`src/rtl/eeprom_port_arbiter.sv`:
```
// Round-robin sequencer sharing the single EEPROM image RAM port between host (H) and serial slave (S).
// Optional S-write protection of addresses >= WP_BASE is built when EEPROM_WP_EN is defined.
module eeprom_port_arbiter #(
    parameter logic [15:0] WP_BASE = 16'hF000
) (
    input  logic        clk,
    input  logic        rst_n,
    input  logic        h_req,
    input  logic        h_wen,
    input  logic [15:0] h_addr,
    input  logic [7:0]  h_din,
    output logic        h_ack,
    output logic [7:0]  h_dout,
    input  logic        s_req,
    input  logic        s_wen,
    input  logic [15:0] s_addr,
    input  logic [7:0]  s_din,
    output logic        s_ack,
    output logic [7:0]  s_dout,
    output logic        ram_wen,
    output logic [15:0] ram_addr,
    output logic [7:0]  ram_din,
    input  logic [7:0]  ram_dout,
    input  logic        wp,
    output logic        wp_err,
    output logic        busy
);
    localparam int unsigned AW = 16;
    localparam int unsigned DW = 8;

    typedef enum logic [1:0] {IDLE, ISSUE, WAIT, RESP} state_e;

    state_e          state_q, state_d;
    logic            last_s_q, last_s_d;
    logic            cur_s_q, cur_s_d;
    logic            ram_wen_q, ram_wen_d;
    logic [AW-1:0]   ram_addr_q, ram_addr_d;
    logic [DW-1:0]   ram_din_q, ram_din_d;
    logic            h_ack_q, h_ack_d;
    logic            s_ack_q, s_ack_d;
    logic [DW-1:0]   h_dout_q, h_dout_d;
    logic [DW-1:0]   s_dout_q, s_dout_d;
    logic            busy_q, busy_d;
    logic            win_s_c;
    logic            blk_c;

    // H wins unless S is alone, or both ask and H was served last
    assign win_s_c = s_req && (!h_req || !last_s_q);

`ifdef EEPROM_WP_EN
    logic blk_q, blk_d;
    logic wp_err_q, wp_err_d;

    assign blk_c  = win_s_c && s_wen && wp && (s_addr >= WP_BASE);
    assign wp_err = wp_err_q;

    always_ff @(posedge clk or negedge rst_n) begin
        if (!rst_n) begin
            blk_q    <= 1'b0;
            wp_err_q <= 1'b0;
        end else begin
            blk_q    <= blk_d;
            wp_err_q <= wp_err_d;
        end
    end

    // Suppressed-write flag follows the transaction and pulses wp_err alongside the ack
    always_comb begin
        blk_d    = blk_q;
        wp_err_d = 1'b0;
        if (state_q == IDLE && (h_req || s_req)) blk_d = blk_c;
        if (state_q == WAIT) wp_err_d = blk_q;
    end
`else
    logic unused_ok;

    assign blk_c     = 1'b0;
    assign wp_err    = 1'b0;
    assign unused_ok = ^{wp, WP_BASE};
`endif

    always_ff @(posedge clk or negedge rst_n) begin
        if (!rst_n) begin
            state_q    <= IDLE;
            last_s_q   <= 1'b1;
            cur_s_q    <= 1'b0;
            ram_wen_q  <= 1'b0;
            ram_addr_q <= '0;
            ram_din_q  <= '0;
            h_ack_q    <= 1'b0;
            s_ack_q    <= 1'b0;
            h_dout_q   <= '0;
            s_dout_q   <= '0;
            busy_q     <= 1'b0;
        end else begin
            state_q    <= state_d;
            last_s_q   <= last_s_d;
            cur_s_q    <= cur_s_d;
            ram_wen_q  <= ram_wen_d;
            ram_addr_q <= ram_addr_d;
            ram_din_q  <= ram_din_d;
            h_ack_q    <= h_ack_d;
            s_ack_q    <= s_ack_d;
            h_dout_q   <= h_dout_d;
            s_dout_q   <= s_dout_d;
            busy_q     <= busy_d;
        end
    end

    // Next-state and registered-output logic; ram_wen_d is set on IDLE exit so ram_wen is high only in ISSUE
    always_comb begin
        state_d    = state_q;
        last_s_d   = last_s_q;
        cur_s_d    = cur_s_q;
        ram_wen_d  = 1'b0;
        ram_addr_d = ram_addr_q;
        ram_din_d  = ram_din_q;
        h_ack_d    = 1'b0;
        s_ack_d    = 1'b0;
        h_dout_d   = h_dout_q;
        s_dout_d   = s_dout_q;

        case (state_q)
            IDLE: begin
                if (h_req || s_req) begin
                    cur_s_d    = win_s_c;
                    last_s_d   = win_s_c;
                    ram_wen_d  = (win_s_c ? s_wen : h_wen) && !blk_c;
                    ram_addr_d = win_s_c ? s_addr : h_addr;
                    ram_din_d  = win_s_c ? s_din : h_din;
                    state_d    = ISSUE;
                end
            end
            ISSUE: state_d = WAIT;
            WAIT: begin
                if (cur_s_q) begin
                    s_dout_d = ram_dout;
                    s_ack_d  = 1'b1;
                end else begin
                    h_dout_d = ram_dout;
                    h_ack_d  = 1'b1;
                end
                state_d = RESP;
            end
            RESP: state_d = IDLE;
            default: state_d = IDLE;
        endcase

        busy_d = (state_d != IDLE);
    end

    assign h_ack    = h_ack_q;
    assign s_ack    = s_ack_q;
    assign h_dout   = h_dout_q;
    assign s_dout   = s_dout_q;
    assign ram_wen  = ram_wen_q;
    assign ram_addr = ram_addr_q;
    assign ram_din  = ram_din_q;
    assign busy     = busy_q;

endmodule

```
`config.mk`:
```
export PLATFORM = sky130hd
export DESIGN_NAME = eeprom_port_arbiter
export DESIGN_NICKNAME = d
export VERILOG_FILES = /design/src/rtl/eeprom_port_arbiter.sv
export SDC_FILE = /design/constraint.sdc
export NUM_CORES = 1
export LEC_CHECK = 0
export CORE_MARGIN = 4
export CORE_UTILIZATION = 36
export CTS_CLUSTER_SIZE = 12
export DETAILED_ROUTE_END_ITERATION = 16
export PLACE_DENSITY = 0.77
export SYNTH_ARGS = -nofsm -noshare
export SYNTH_HDL_FRONTEND = slang
export SYNTH_SLANG_ARGS = --single-unit
```
`constraint.sdc`:
```
create_clock -name clk -period 1.4 [get_ports clk]
set_input_delay 0.21 -clock clk [delete_from_list [all_inputs] [get_ports clk]]
set_output_delay 0.21 -clock clk [all_outputs]
set_load 0.05 [all_outputs]
```
After elaboration in Yosys (flattened, before gate mapping) --
Cells that the tools add are included.
Cells by class: eq/ne operators 3, reductions and logical operators 10, muxes and demuxes 11, bitwise operators 1
Operator list (number):
- 16-bit 2-to-1 mux | 1
- 8-bit 2-to-1 mux | 1
- 2-bit one-hot mux with 4 select lines | 1
- 1-bit 2-to-1 mux | 7
- 2-bit AND reduction | 3
- 2-bit == test, second input constant | 2
- 2-bit by 1-bit == test with 1-bit output, second input constant | 1
- 1-bit logical NOT | 2
- 2-bit logical NOT | 1
- 1-bit logical OR | 2
- 2-bit 2-to-1 mux | 1
- 2-bit nonzero test | 1
- 1-bit logical AND | 1
- 1-bit NOT | 1
Word-level totals: register bits after elaboration 48, input port bits 63, output and inout bits 45, logic and storage cells 36

Longest topological paths before layout --
Gate-level depths: netlist (run 1).
depth after elaboration 6, depth in mapped cells 6, mapped depth without buffers 5

Worst setup path after synthesis (run 1) --
No wires, ideal clock.
kind register to register, start point register state_q[0], end point register h_dout_q[0] (netlist: h_dout[0]), setup slack 0.024 ns, arrival time 1.251 ns, buffers on the path 1, cell stages (with the launch flop) 6, path through dfrtp_1 > inv_1 > ha_1 > nor2b_1 > buf_2 > mux2_2
Between the ends: longest elaborated chain between the ends 2
Ends and longest elaborated chain:
- from (decl) | line 33 | state_e state_q, state_d;
- from (signal assigned) | line 96 | state_q <= state_d;
- 2-bit == test | line 123 | case (state_q)
- 2-bit AND reduction (no source line)
- to (signal assigned) | line 104 | h_dout_q <= h_dout_d;
- to (decl) | line 41 | logic [DW-1:0] h_dout_q, h_dout_d;
Every way passes these cells. A chain may end at the register's enable or synchronous reset.

Final worst setup path (run 1) --
start point register state_q[0], end point register cur_s_q
Between the ends: longest elaborated chain between the ends 2
Ends and longest elaborated chain:
- 2-bit logical NOT | line 123
- 2-bit AND reduction (no source line)
- to (signal assigned) | line 98 | cur_s_q <= cur_s_d;
- to (decl) | line 35 | logic cur_s_q, cur_s_d;
Every way passes these cells.

==> flow_metrics.py, run 1 <==
metrics = {
    "cells_and_area": {
        "postLayoutCoreUtil_pct": 73.85,
        "finalInstanceArea_sq_um": 4141,
        "fillers": 384,
        "layout-drive-gt1-share_pct": 40.75,
        "finalNetCount": 384,
        "fin_cells": 391,
        "synthToLayoutAreaGrowth_pct": 96.21,
        "insertedDiodeCount": 0,
    },
    "grt": {
        "grt_most_used_layer": "met2",
        "grt_pass1_vias": 1949,
        "grt_pass1_wl_mm": 9.977,
        "use_met2_pct": 29.61,
        "grt_max_degree": 24,
        "track_usage_pct": 17.45,
        "grt_antenna_before_repair": 0,
        "grt_overflow_total": 0,
        "use_met3_pct": 4.809,
        "met1_usage_pct": 21.44,
    },
    "yosys": {
        "syn-mean-instance-area_sq_um": 10.82,
        "synth_cells": 195,
        "synthFlopType": "dfrtp_1",
        "synth_seq_area_share_pct": 56.97,
        "synthDistinctLibCells": 22,
        "syn_nets": 261,
        "yosysWarnings": 0,
        "synthArstFlopShare_pct": 100.0,
        "synth_top_cell_area_share_pct": 55.72,
        "synth_area_sq_um": 2111,
        "synth_top_area_cell": "dfrtp_1",
        "synth_seq_cells": 48,
        "ys_top_cells_by_area": "dfrtp_1 56%, a21oi_1 8.8%, mux2_2 8.5%",
        "synth_edf_count": 0,
    },
    "min_path": {
        "holdCritStartpoint": "s_req",
        "min_path_type": "primary input to register",
    },
    "timing": {
        "hold_viol_final": 0,
        "max_freq_mhz": 717.7,
        "skew_ps": 8.928,
        "tns_ps": 0,
        "min_period_over_period_pct": 99.53,
        "drv_slew": 0,
        "setup_viol": 0,
        "rsz0062_at_grt": "yes",
        "min_period_ps": 1393,
    },
    "clocking": {
        "clk_pin_slew_worst_paths_ps": 90,
        "clock_path_buffers": 2,
        "clk_latency_ps": 300,
        "cts-root-buf": "clkbuf_8",
        "htree_levels": 2,
        "numCtsBuffers": 5,
        "cts.sinks": 48,
        "tritoncts": "built",
    },
    "pwr": {
        "power_mw": 11.53,
        "p_leak_nw": 1.802,
        "power_density_nw_per_um2": 2784,
        "irDropWorstVdd_mv": 1.457,
    },
    "critical_path": {
        "setup.worst_path.start": "state_q[0]",
        "critPathArrivalTime_ps": 1580,
        "r2r_start": "state_q[0]",
        "critPathMaxFanout": 10,
        "critPathRequiredTime_ps": 1580,
        "startpoint_type": "register",
        "endpoint_kind": "register",
        "critical_path_class": "register to register",
    },
    "status": {
        "outcome": "finished clean",
    },
    "routing": {
        "first_iter_violations": 79,
        "drc": 0,
        "wl_mm": 6.530,
        "detail_route.wl_per_cell_um": 16.70,
        "vias_per_cell": 4.862,
        "drt_first_pass_iters": 4,
        "ant_nets": 0,
        "via_count": 1901,
    },
    "run": {
        "drv_cap": 0,
    },
    "place": {
        "dp_cells": 376,
        "portBuffers": 105,
        "dp_hpwl_mm": 4.507,
        "place_congestion": 0.7629,
        "place_area_sq_um": 3787,
    },
    "floorplan": {
        "die_area_sq_um": 7152,
        "fp.dieW_um": 84.57,
        "io_pins": 108,
        "core_area_sq_um": 5608,
        "die_h_um": 84.57,
        "initial_utilization_pct": 37.64,
        "row_count": 27,
    },
}
sequential cells by signal, summed over array words and instances (netlist names):
name,flops
h_dout,8
s_ack,1
s_dout,8
last_s_q,1
ram_wen,1
busy,1
ram_addr,16
h_ack,1
cur_s_q,1
ram_din,8
state_q,2
final cells by class:
class / count / area [sq um] / area share [%]
Clock buffer: 5 / 68.82 / 1.662
Clock inverter: 3 / 42.54 / 1.027
Inverter: 3 / 11.26 / 0.2719
Multi-Input combinational cell: 132 / 924.6 / 22.33
Sequential cell: 48 / 1202 / 29.03
Tap cell: 72 / 90.09 / 2.175
Timing Repair Buffer: 128 / 1802 / 43.50
cell usage in the layout, fill, tap and decap left out, types with 2 or more instances in the layout:
cell type,instances
ha_4,2
buf_4,11
dfrtp_1,47
nand2_1,27
inv_1,2
clkdlybuf4s50_1,59
buf_6,2
clkbuf_16,2
mux2_4,5
clkbuf_8,5
mux2_2,11
a21oi_1,22
a21oi_2,29
nor2_1,25
buf_12,50
repair_timing:
action | 4_1_cts | 5_1_grt
hold buffers | 1 | 0
endpoints found under the setup margin | 32 | 27
cloned | 2 | 2
gates resized for setup | 13 | 23
buffers inserted | 0 | 2
pin swaps | 0 | 1
hold endpoints to repair | 16 | 0
critical path, stage by stage (launching register included):
cell	delay [ps]
dfrtp_1	390
inv_2	90
buf_4	130
ha_4	160
o21ai_4	90
clkbuf_16	190
a22o_1	230
cell usage after synthesis (3+ instances only):
cell type  instances
a21oi_1           37
a21oi_2           14
buf_2              4
buf_4              4
buf_6              4
dfrtp_1           47
ha_1               3
inv_1              3
mux2_2            16
nand2_1           27
nor2_1            25
worst paths after layout:
path                                    to  slack (ps)  depth (start not counted)
max in group asynchronous        s_dout[6]         490                          3
worst max-delay path               cur_s_q           7                          6
worst max register to register     cur_s_q           7                          6
min in group asynchronous       ram_din[0]         410                          2
worst min register to register    last_s_q         580                          2
worst min-delay path              last_s_q         350                          3
cell families (layout without fill, tap and decap cells):
group,count (synthesis),count (layout),share of synthesized area (%)
multiplexers,16,16,8.536
AO/OA/AOI/OAI,57,57,17.43
other,1,1,0.1777
adder cells (fa/ha/maj),3,3,1.778
flip-flops,48,48,56.97
buffers and inverters,15,139,5.038
AND/OR/NAND/NOR,55,55,10.08
power breakdown:
group | switching (mW) | leakage (nW) | internal [mW]
combinational | 3.79 | 1.20 | 3.91
sequential | 0.741 | 0.551 | 2.10
clock | 0.466 | 0.0541 | 0.529
per-layer routing:
metal | routed length [um] | up-vias
met4 | 110 | 0
met1 | 2682 | 916
met3 | 433 | 10
met5 | 0 | -
met2 | 3304 | 73
li1 | - | 902
through the flow:
stage                     setup slack (ps)  hold slack, ps
after floorplan                      23.89          -85.59
after global placement              -98.92           183.0
after detailed placement            -141.6           187.9
after CTS                            24.31           415.8
after global routing                -35.37           377.8
final                                6.602           345.2
Power figures use the tool's default switching activity.
==> run 2, diff against run 1 <==
--- a/config.mk
+++ b/config.mk
@@ -6,10 +6,12 @@
 export NUM_CORES = 1
 export LEC_CHECK = 0
 export CORE_MARGIN = 4
-export CORE_UTILIZATION = 36
+export CORE_UTILIZATION = 37
+export CTS_BUF_LIST = sky130_fd_sc_hd__clkbuf_4 sky130_fd_sc_hd__clkbuf_8
 export CTS_CLUSTER_SIZE = 12
 export DETAILED_ROUTE_END_ITERATION = 16
-export PLACE_DENSITY = 0.77
+export PLACE_DENSITY = 0.78
+export SKIP_LAST_GASP = 1
 export SYNTH_ARGS = -nofsm -noshare
 export SYNTH_HDL_FRONTEND = slang
 export SYNTH_SLANG_ARGS = --single-unit
==> flow_metrics.py, run 2 (synthesized netlist as in run 1, its figures left out) <==
metrics = {
    "status": {
        "outcome": "finished clean",
    },
    "cells_and_area": {
        "final_common_cell": "clkdlybuf4s50_1",
        "postLayoutCoreUtil_pct": 73.67,
        "final_cell_mix": "60 x clkdlybuf4s50_1, 50 x buf_12, 47 x dfrtp_1",
        "largest_reg_flops": 16,
        "synthToLayoutAreaGrowth_pct": 92.18,
        "fin_cells": 388,
        "insertedDiodeCount": 0,
        "layout-drive-gt1-share_pct": 40.82,
        "finalNetCount": 381,
    },
    "routing": {
        "drc": 0,
        "top_layer_used": "met4",
        "drt_first_pass_iters": 4,
        "wl_mm": 6.499,
        "detail_route.wl_per_cell_um": 16.75,
        "routed-wl-met3_um": 385,
        "vias_per_cell": 4.941,
        "ant_nets": 0,
        "via_count": 1917,
        "wl_met1_mm": 2.471,
        "dr_wl_met2_mm": 3.493,
        "first_iter_violations": 63,
    },
    "grt": {
        "grt_max_degree": 37,
        "grt_pass1_wl_mm": 10.41,
        "grt_pass1_vias": 2078,
        "grt_overflow_total": 0,
        "track_usage_pct": 18.64,
        "grt_antenna_before_repair": 0,
    },
    "pwr": {
        "power_density_nw_per_um2": 2761,
        "p_leak_nw": 1.740,
        "power_mw": 11.20,
        "irDropWorstVdd_mv": 1.236,
    },
    "timing": {
        "skew_ps": 7.190,
        "min_period_over_period_pct": 98.52,
        "rsz0062_at_grt": "yes",
        "setup_viol": 0,
        "hold_viol_final": 0,
        "drv_slew": 0,
        "min_period_ps": 1379,
        "max_freq_mhz": 725.0,
        "tns_ps": 0,
    },
    "critical_path": {
        "slowest_delay_ps": 390,
        "cp_slowest_cell": "dfrtp_1",
        "cp_cell_sequence": "inv_2 -> ha_4 -> nor2b_4 -> buf_6 -> mux2_2",
        "critPathRequiredTime_ps": 1580,
        "critPathArrivalTime_ps": 1560,
        "critical_path_class": "register to register",
        "endpoint_kind": "register",
        "critPathMaxFanout": 6,
        "startpoint_type": "register",
    },
    "clocking": {
        "cts.sinks": 48,
        "cts-root-buf": "clkbuf_8",
        "clk_pin_slew_worst_paths_ps": 80,
        "clk_latency_ps": 300,
        "numCtsBuffers": 5,
        "clock_path_buffers": 2,
        "tritoncts": "built",
        "post_cts.repair.setup_buffers": 0,
        "htree_levels": 2,
    },
    "floorplan": {
        "initial_utilization_pct": 38.33,
        "io_pins": 108,
        "die_h_um": 83.53,
        "row_count": 27,
        "core_area_sq_um": 5507,
        "die_area_sq_um": 6977,
        "fp.dieW_um": 83.53,
    },
    "place": {
        "place_congestion": 0.7557,
        "dp_cells": 376,
        "dp_hpwl_mm": 4.739,
        "portBuffers": 105,
    },
    "run": {
        "drv_cap": 0,
    },
    "min_path": {
        "min_path_type": "primary input to asynchronous set/reset pin",
    },
}
run 2: cell types whose count changed in the layout (fill, tap and decap cells not counted), moves of 2 or more:
cell / change
clkbuf_16: -2
buf_4: -5
clkbuf_4: +2
mux2_4: -5
buf_6: +4
a21oi_1: -2
mux2_2: +5
run 2: worst max-delay path: cells and delay by family (launching register included):
kind          cells  cell delay (ps)
flops             1              390
fa+ha+maj         1              140
mux               1              340
buf+inv           2              220
simple gates      1              160
run 2: layer usage:
| layer | GRT usage [%] | vias to the layer above |
|---|---|---|
| met5 | 0 | - |
| met4 | 6.433 | 0 |
| met3 | 5.133 | 12 |
| met2 | 33.53 | 66 |
| met1 | 21.19 | 943 |
| li1 | - | 896 |
run 2: power breakdown:
group | total [mW] | leakage, nW | switching (mW) | internal, mW
combinational | 7.48 | 1.14 | 3.77 | 3.71
clock | 0.885 | 0.0523 | 0.443 | 0.442
sequential | 2.83 | 0.551 | 0.729 | 2.10
total | 11.2 | 1.74 | 4.94 | 6.26
run 2: what timing repair did:
item / CTS / global route
endpoints found under the setup margin: 22 / 33
hold endpoints to repair: 12 / 0
cloned: 0 / 3
gates resized for setup: 8 / 30
pin swaps: 1 / 0
hold buffers: 1 / 0
run 2: area by class of cell:
| cell class | count | area (sq um) |
|---|---|---|
| Timing Repair Buffer | 125 | 1734 |
| Fill cell | 368 | 1450 |
| Sequential cell | 48 | 1202 |
| Multi-Input combinational cell | 132 | 920.9 |
| Clock buffer | 8 | 97.59 |
| Tap cell | 72 | 90.09 |
| Inverter | 3 | 11.26 |
run 2: worst paths after layout:
check | from | to | slack, ps | cells after the start
worst max register to register | state_q[0] | h_dout[6] | 20 | 5
max in group asynchronous | rst_n | last_s_q | 490 | 3
min in group clk | h_addr[12] | ram_addr[12] | 440 | 3
worst max-delay path | state_q[0] | h_dout[6] | 20 | 5
worst min register to register | s_dout[0] | s_dout[0] | 580 | 1
worst min-delay path | rst_n | h_dout[2] | 340 | 2
run 2: metrics by stage:
step | hold WS, ps | area, sq um | worst slack, ps
6_report | 339.8 | 4056 | 20.74
3_3_place_gp | 118.0 | 3787 | -108.0
2_1_floorplan | -85.59 | 2111 | 23.89
5_1_grt | 355.9 | 4056 | -22.48
4_1_cts | 329.2 | 3920 | -4.092
3_5_place_dp | 122.8 | 3787 | -142.8
